## src/rtl/pixie_pkg.sv

```systemverilog
// Shared definitions for the pixie video shaper: lock FSM encoding,
// config register map, colour type and reset colours.
package pixie_pkg;

    typedef enum logic [1:0] {
        SEARCH = 2'd0,
        VERIFY = 2'd1,
        LOCKED = 2'd2
    } lock_state_e;

    typedef struct packed {
        logic [7:0] r;
        logic [7:0] g;
        logic [7:0] b;
    } rgb_t;

    localparam logic [2:0] CFG_FG_R = 3'd0;
    localparam logic [2:0] CFG_FG_G = 3'd1;
    localparam logic [2:0] CFG_FG_B = 3'd2;
    localparam logic [2:0] CFG_BG_R = 3'd3;
    localparam logic [2:0] CFG_BG_G = 3'd4;
    localparam logic [2:0] CFG_BG_B = 3'd5;
    localparam logic [2:0] CFG_CTRL = 3'd6;

    localparam int CTRL_DIM = 0;
    localparam int CTRL_INV = 1;

    localparam rgb_t FG_RESET = 24'hFF_FF_FF;
    localparam rgb_t BG_RESET = 24'h00_00_00;

    localparam logic [8:0] LINE_SAT = 9'd511;

    function automatic rgb_t dim_rgb(input rgb_t c, input int shift);
        rgb_t d;
        d.r = c.r >> shift;
        d.g = c.g >> shift;
        d.b = c.b >> shift;
        return d;
    endfunction

endpackage

```

## src/rtl/pixie_sync_lock.sv

```systemverilog
// Sync edge detection, saturating line counter and the frame lock FSM
// that decides whether the incoming timing is stable enough to show video.
module pixie_sync_lock
    import pixie_pkg::*;
#(
    parameter int MIN_LINES   = 200,
    parameter int MAX_LINES   = 320,
    parameter int LOCK_FRAMES = 2
) (
    input  logic       clk,
    input  logic       reset,
    input  logic       hsync,
    input  logic       vsync,
    output logic       locked,
    output logic [8:0] line_count
);

    localparam int GOOD_W = (LOCK_FRAMES < 1) ? 1 : $clog2(LOCK_FRAMES + 1);
    localparam logic [8:0]        MIN_LC    = 9'(MIN_LINES);
    localparam logic [8:0]        MAX_LC    = 9'(MAX_LINES);
    localparam logic [GOOD_W-1:0] GOOD_LAST = GOOD_W'(LOCK_FRAMES - 1);

    lock_state_e       state_q, state_d;
    logic [GOOD_W-1:0] good_q, good_d;
    logic [8:0]        line_count_q, line_count_d;
    logic              hs_prev_q, hs_prev_d;
    logic              vs_prev_q, vs_prev_d;
    logic              locked_q, locked_d;

    logic hs_rise;
    logic vs_rise;
    logic in_range;
    logic timeout;

    always_comb begin
        hs_prev_d = hsync;
        vs_prev_d = vsync;
        hs_rise   = hsync & ~hs_prev_q;
        vs_rise   = vsync & ~vs_prev_q;

        // A VSync rise always wins over a coincident HSync rise.
        line_count_d = line_count_q;
        if (vs_rise) begin
            line_count_d = '0;
        end else if (hs_rise && (line_count_q != LINE_SAT)) begin
            line_count_d = line_count_q + 9'd1;
        end

        in_range = (line_count_q >= MIN_LC) && (line_count_q <= MAX_LC);
        timeout  = (line_count_q > MAX_LC);

        state_d = state_q;
        good_d  = good_q;
        case (state_q)
            SEARCH: begin
                if (vs_rise) begin
                    state_d = VERIFY;
                    good_d  = '0;
                end
            end
            VERIFY: begin
                if (vs_rise) begin
                    if (in_range) begin
                        if (good_q == GOOD_LAST) begin
                            state_d = LOCKED;
                            good_d  = '0;
                        end else begin
                            good_d = good_q + 1'b1;
                        end
                    end else begin
                        good_d = '0;
                    end
                end else if (timeout) begin
                    state_d = SEARCH;
                    good_d  = '0;
                end
            end
            LOCKED: begin
                if (vs_rise) begin
                    if (line_count_q < MIN_LC) begin
                        state_d = SEARCH;
                    end
                end else if (timeout) begin
                    state_d = SEARCH;
                end
            end
            default: begin
                state_d = SEARCH;
                good_d  = '0;
            end
        endcase

        locked_d = (state_d == LOCKED);
    end

    always_ff @(posedge clk) begin
        if (reset) begin
            state_q      <= SEARCH;
            good_q       <= '0;
            line_count_q <= '0;
            hs_prev_q    <= 1'b0;
            vs_prev_q    <= 1'b0;
            locked_q     <= 1'b0;
        end else begin
            state_q      <= state_d;
            good_q       <= good_d;
            line_count_q <= line_count_d;
            hs_prev_q    <= hs_prev_d;
            vs_prev_q    <= vs_prev_d;
            locked_q     <= locked_d;
        end
    end

    assign locked     = locked_q;
    assign line_count = line_count_q;

endmodule

```

## src/rtl/pixie_video_shaper.sv

```systemverilog
// Video output shaper: config registers plus a two-stage pixel pipeline
// that colours, blanks and dims the back-end video once sync is locked.
module pixie_video_shaper
    import pixie_pkg::*;
#(
    parameter int MIN_LINES   = 200,
    parameter int MAX_LINES   = 320,
    parameter int LOCK_FRAMES = 2,
    parameter int DIM_SHIFT   = 1
) (
    input  logic       clk,
    input  logic       reset,
    input  logic       pix_ce,
    input  logic       video,
    input  logic       HSync,
    input  logic       VSync,
    input  logic       HBlank,
    input  logic       VBlank,
    input  logic       cfg_we,
    input  logic [2:0] cfg_addr,
    input  logic [7:0] cfg_data,
    output logic [7:0] R,
    output logic [7:0] G,
    output logic [7:0] B,
    output logic       HSync_o,
    output logic       VSync_o,
    output logic       HBlank_o,
    output logic       VBlank_o,
    output logic       de_o,
    output logic       ce_pix_o,
    output logic       locked,
    output logic [8:0] line_count
);

    rgb_t       fg_q, fg_d;
    rgb_t       bg_q, bg_d;
    logic [1:0] ctrl_q, ctrl_d;

    rgb_t s1_color_q, s1_color_d;
    logic s1_dim_q, s1_dim_d;
    logic s1_hs_q, s1_hs_d;
    logic s1_vs_q, s1_vs_d;
    logic s1_hb_q, s1_hb_d;
    logic s1_vb_q, s1_vb_d;
    logic s1_de_q, s1_de_d;
    logic s1_ce_q, s1_ce_d;

    rgb_t out_color_q, out_color_d;
    logic out_hs_q, out_hs_d;
    logic out_vs_q, out_vs_d;
    logic out_hb_q, out_hb_d;
    logic out_vb_q, out_vb_d;
    logic out_de_q, out_de_d;
    logic out_ce_q, out_ce_d;

    logic pixel;

    pixie_sync_lock #(
        .MIN_LINES  (MIN_LINES),
        .MAX_LINES  (MAX_LINES),
        .LOCK_FRAMES(LOCK_FRAMES)
    ) u_sync_lock (
        .clk       (clk),
        .reset     (reset),
        .hsync     (HSync),
        .vsync     (VSync),
        .locked    (locked),
        .line_count(line_count)
    );

    always_comb begin
        fg_d   = fg_q;
        bg_d   = bg_q;
        ctrl_d = ctrl_q;
        if (cfg_we) begin
            case (cfg_addr)
                CFG_FG_R: fg_d.r = cfg_data;
                CFG_FG_G: fg_d.g = cfg_data;
                CFG_FG_B: fg_d.b = cfg_data;
                CFG_BG_R: bg_d.r = cfg_data;
                CFG_BG_G: bg_d.g = cfg_data;
                CFG_BG_B: bg_d.b = cfg_data;
                CFG_CTRL: ctrl_d = cfg_data[1:0];
                default:  ;
            endcase
        end

        // Stage 1 captures the dim enable alongside the colour so both
        // config fields come from the same register snapshot.
        pixel      = video ^ ctrl_q[CTRL_INV];
        s1_color_d = pixel ? fg_q : bg_q;
        s1_dim_d   = ctrl_q[CTRL_DIM];
        s1_hs_d    = HSync;
        s1_vs_d    = VSync;
        s1_hb_d    = HBlank;
        s1_vb_d    = VBlank;
        s1_de_d    = ~(HBlank | VBlank);
        s1_ce_d    = pix_ce;

        out_color_d = '0;
        if (s1_de_q && locked) begin
            if (s1_dim_q && line_count[0]) begin
                out_color_d = dim_rgb(s1_color_q, DIM_SHIFT);
            end else begin
                out_color_d = s1_color_q;
            end
        end
        out_hs_d = s1_hs_q;
        out_vs_d = s1_vs_q;
        out_hb_d = s1_hb_q;
        out_vb_d = s1_vb_q;
        out_de_d = s1_de_q;
        out_ce_d = s1_ce_q;
    end

    always_ff @(posedge clk) begin
        if (reset) begin
            fg_q        <= FG_RESET;
            bg_q        <= BG_RESET;
            ctrl_q      <= '0;
            s1_color_q  <= '0;
            s1_dim_q    <= 1'b0;
            s1_hs_q     <= 1'b0;
            s1_vs_q     <= 1'b0;
            s1_hb_q     <= 1'b0;
            s1_vb_q     <= 1'b0;
            s1_de_q     <= 1'b0;
            s1_ce_q     <= 1'b0;
            out_color_q <= '0;
            out_hs_q    <= 1'b0;
            out_vs_q    <= 1'b0;
            out_hb_q    <= 1'b0;
            out_vb_q    <= 1'b0;
            out_de_q    <= 1'b0;
            out_ce_q    <= 1'b0;
        end else begin
            fg_q        <= fg_d;
            bg_q        <= bg_d;
            ctrl_q      <= ctrl_d;
            s1_color_q  <= s1_color_d;
            s1_dim_q    <= s1_dim_d;
            s1_hs_q     <= s1_hs_d;
            s1_vs_q     <= s1_vs_d;
            s1_hb_q     <= s1_hb_d;
            s1_vb_q     <= s1_vb_d;
            s1_de_q     <= s1_de_d;
            s1_ce_q     <= s1_ce_d;
            out_color_q <= out_color_d;
            out_hs_q    <= out_hs_d;
            out_vs_q    <= out_vs_d;
            out_hb_q    <= out_hb_d;
            out_vb_q    <= out_vb_d;
            out_de_q    <= out_de_d;
            out_ce_q    <= out_ce_d;
        end
    end

    assign R        = out_color_q.r;
    assign G        = out_color_q.g;
    assign B        = out_color_q.b;
    assign HSync_o  = out_hs_q;
    assign VSync_o  = out_vs_q;
    assign HBlank_o = out_hb_q;
    assign VBlank_o = out_vb_q;
    assign de_o     = out_de_q;
    assign ce_pix_o = out_ce_q;

endmodule

```

## config.mk

```make
export PLATFORM = sky130hd
export DESIGN_NAME = pixie_video_shaper
export DESIGN_NICKNAME = d
export VERILOG_FILES = /design/src/rtl/pixie_pkg.sv /design/src/rtl/pixie_sync_lock.sv /design/src/rtl/pixie_video_shaper.sv
export SDC_FILE = /design/constraint.sdc
export NUM_CORES = 1
export LEC_CHECK = 0
export CAP_MARGIN = 20
export CORE_MARGIN = 1.5
export CORE_UTILIZATION = 48
export DETAILED_ROUTE_END_ITERATION = 6
export DONT_BUFFER_PORTS = 1
export GPL_TIMING_DRIVEN = 0
export MAX_ROUTING_LAYER = met4
export PLACE_DENSITY = 0.7
export SLEW_MARGIN = 10
export SYNTH_ARGS = -nofsm -noshare
export SYNTH_HDL_FRONTEND = slang
export SYNTH_SLANG_ARGS = --single-unit
```

## constraint.sdc

```tcl
create_clock -name clk -period 2.35 [get_ports clk]
set_input_delay 0.705 -clock clk [delete_from_list [all_inputs] [get_ports clk]]
set_output_delay 0.705 -clock clk [all_outputs]
set_load 0.005 [all_outputs]
```

==> key figures <==
Outcome
  • Outcome: completed

Clock tree
  • CTS sink count: between 100 and 150
  • Worst skew pair latency: approximately 0.52 ns
  • CTS tree: done
  • CTS Buf Count: 17
  • Setup bufs post-CTS: 0
  • Clock root buffer: clkbuf_8
  • Post-CTS Resized: 0
  • Clk slew on worst S/H paths: roughly 0.060 ns
  • Worst-case clock buffer depth: 2
  • Hold buffers post-CTS: 0
  • H-tree depth: 4

Critical path
  • Crit. End Element: flip-flop
  • Data required, critical path: 2.74 ns
  • CP Class: flip-flop to flip-flop
  • Worst setup SP type: flip-flop
  • Crit path DAT: around 2.6 ns
  • CP Max Fanout: 8

Placed design
  • Post-Place Setup Slack: 0.115 ns
  • RePlAce Congestion: 0.866
  • Placed cell count: around 650
  • Post-DP HPWL: 6.94 mm
  • Port bufs: 0

Logic synthesis
  • Async S/R FF share, synth: 0
  • Synth Instances: 535
  • Share of the synthesized area in the top cell type: 0.552
  • Syn. warnings: 0
  • Cell with the most instances after synthesis: nand2_1
  • Most frequent cells after synthesis: nand2_1 (186), dfxtp_1 (125), a21oi_1 (74)
  • Post-Syn Area: approximately 4500 um^2
  • Post-synth top area cell: dfxtp_1
  • EDFF count, synth: 0
  • Syn_area_per_cell: approximately 8.5 um^2
  • Main synth FF type: dfxtp_1
  • Dominant cells by area after synthesis: dfxtp_1 (55%), nand2_1 (15%), a21oi_1 (8.2%)
  • Register area share after synthesis: 0.552
  • Unique masters post-synth: 37
  • Syn_nets: 558
  • FF+latch count, synth: between 100 and 150

Timing
  • Final Hold Slack: about 0.26 ns
  • Final Critical Period: around 2.2 ns
  • Max Fclk: 0.455 GHz
  • Skew final: 0.00703 ns
  • Worst slew margin: 0.337
  • Post-route clock period utilization: 0.936
  • Setup Viol. Count Final: 0
  • Setup ws final: approximately 0.15 ns
  • Tightest Pin Transition: around 0.99 ns
  • Final hold vios: 0
  • RSZ-0062 raised after global routing: false
  • Setup TNS: 0 ns
  • Max Transition Viols Final: 0

Floorplanning
  • Die Ht: 100 um
  • Initial Utilization: 0.493
  • Full die area: between 10,000 and 15,000 um^2
  • Die Wd: 100 um
  • Top-Level Pins: 60
  • Std-Cell Rows: 35
  • Core area: between 9000 and 10,000 um^2

Layout
  • Non-Filler Instances: 678
  • Layout area overhead: 16.9%
  • Antenna diode count: 0
  • Fraction of layout cells with a size suffix above 1: 0.0688
  • Layout net count: just under 600

Min path
  • Worst Hold Class: primary input to flip-flop

Global route
  • Initial antenna violation count: 0
  • First-pass GRT wire length: approximately 17 mm
  • GR Overflow Total: 0
  • Largest net degree at the start of global routing: 17
  • Vias in the first global route: between 3,000 and 4,000
  • Total track usage: 0.230

Power and ir drop
  • Leakage power: approximately 0.0020 uW
  • Worst VDD drop: between 0.4 and 0.5 mV
  • Pwr per Cell Area: just under 1000 nW/um^2

Routing
  • Drt first pass iters: 5
  • Antenna-violating nets left: 0
  • Number of remaining DRC errors: 0
  • Vias after detailed routing: about 3,700
  • WL/cell: around 16 um
  • First DRT Iteration DRCs: 271
  • Wirelength, routed: between 10 and 15 mm
  • Avg Vias per Cell: 5.43

Flow run
  • Max_cap viols: 0
## layout make-up
| class | count | area, um^2 |
|---|---|---|
| buffer | 28 | 106 |
| sequential | 125 | 2500 |
| tap | 111 | 139 |
| inverter | 5 | 18.8 |
| fill | 802 | 3900 |
| clock inverter | 15 | 213 |
| clock buffer | 17 | 414 |
| multi-input combinational | 377 | 1900 |
## routing by layer
metal  track usage  share of wire
met1         0.289           0.45
met2         0.338           0.46
met3        0.0724          0.065
met4         0.103          0.026
met5             -              0
## per-stage QoR
stage / instance area, um^2 / power, uW / utilization
floorplan: 4530 / 2410 / -
global placement: 4670 / 2470 / 0.508
detailed placement: 4670 / 2470 / 0.508
CTS: 5300 / 5200 / 0.576
global route: 5300 / 5350 / 0.576
finish: 5300 / 5180 / 0.576
## kinds of logic (layout without fill, tap and decap cells)
| kind of cell | count (synthesis) | count (layout) | share of synthesized area |
|---|---|---|---|
| XOR/XNOR | 7 | 7 | 0.0135 |
| AND/OR/NAND/NOR | 272 | 272 | 0.275 |
| multiplexers | 2 | 2 | 0.00442 |
| buffers and inverters | 33 | 65 | 0.0276 |
| AO/OA/AOI/OAI | 93 | 93 | 0.119 |
| adder cells (fa/ha/maj) | 3 | 3 | 0.00829 |
| flip-flops | 125 | 125 | 0.552 |
## final timing paths
check                             from                   endpoint  slack (ns)  cells after the start
max          u_sync_lock.line_count[0]  u_sync_lock.line_count[7]        0.15                      9
min                             HBlank                   out_de_d        0.26                      1
max reg2reg  u_sync_lock.line_count[0]  u_sync_lock.line_count[7]        0.15                      9
min reg2reg                   out_vb_d                   VBlank_o        0.44                      1
## sequential cells by signal, indices dropped and copies added, names as in the netlist, 8 cells and up
| name | cells |
|---|---|
| u_sync_lock.line_count | 9 |
| fg_q | 24 |
| G | 8 |
| R | 8 |
| s1_color_q | 24 |
| bg_q | 24 |
| B | 8 |
## worst max-delay path, cell delays in order, from the launching register on
cell and delay (ns):
dfxtp_1 0.39, ha_1 0.26, nand2_1 0.09, nor3_1 0.06, ha_1 0.20, or3b_1 0.34
buf_1 0.20, nor4_1 0.33, xnor2_1 0.16, nor2_1 0.05
## layout by cell type, fill, tap and decap left out, types with 3 or more instances in the layout
master and n:
bufinv_16 4, nand2b_1 7, xnor2_1 4, nor2b_1 23, a211o_1 8, nor2_1 11
nor3b_1 4, xor2_1 3, nand2_1 186, nand3_1 5, nand3b_1 16, inv_1 5
clkbuf_16 16, clkinvlp_4 5, clkbuf_1 26, a21oi_1 74, inv_6 3, dfxtp_1 125
ha_1 3, nor3_1 6, and2_1 3
## power breakdown
group	internal [uW]	switching (uW)	total (uW)	leakage, uW
logic	75.3	138	213	0.000675
clock network	1740	1000	2740	0.000290
registers	2190	35.3	2220	0.00102
total	4000	1180	5180	0.00198
(Power assumes the default switching activity.)
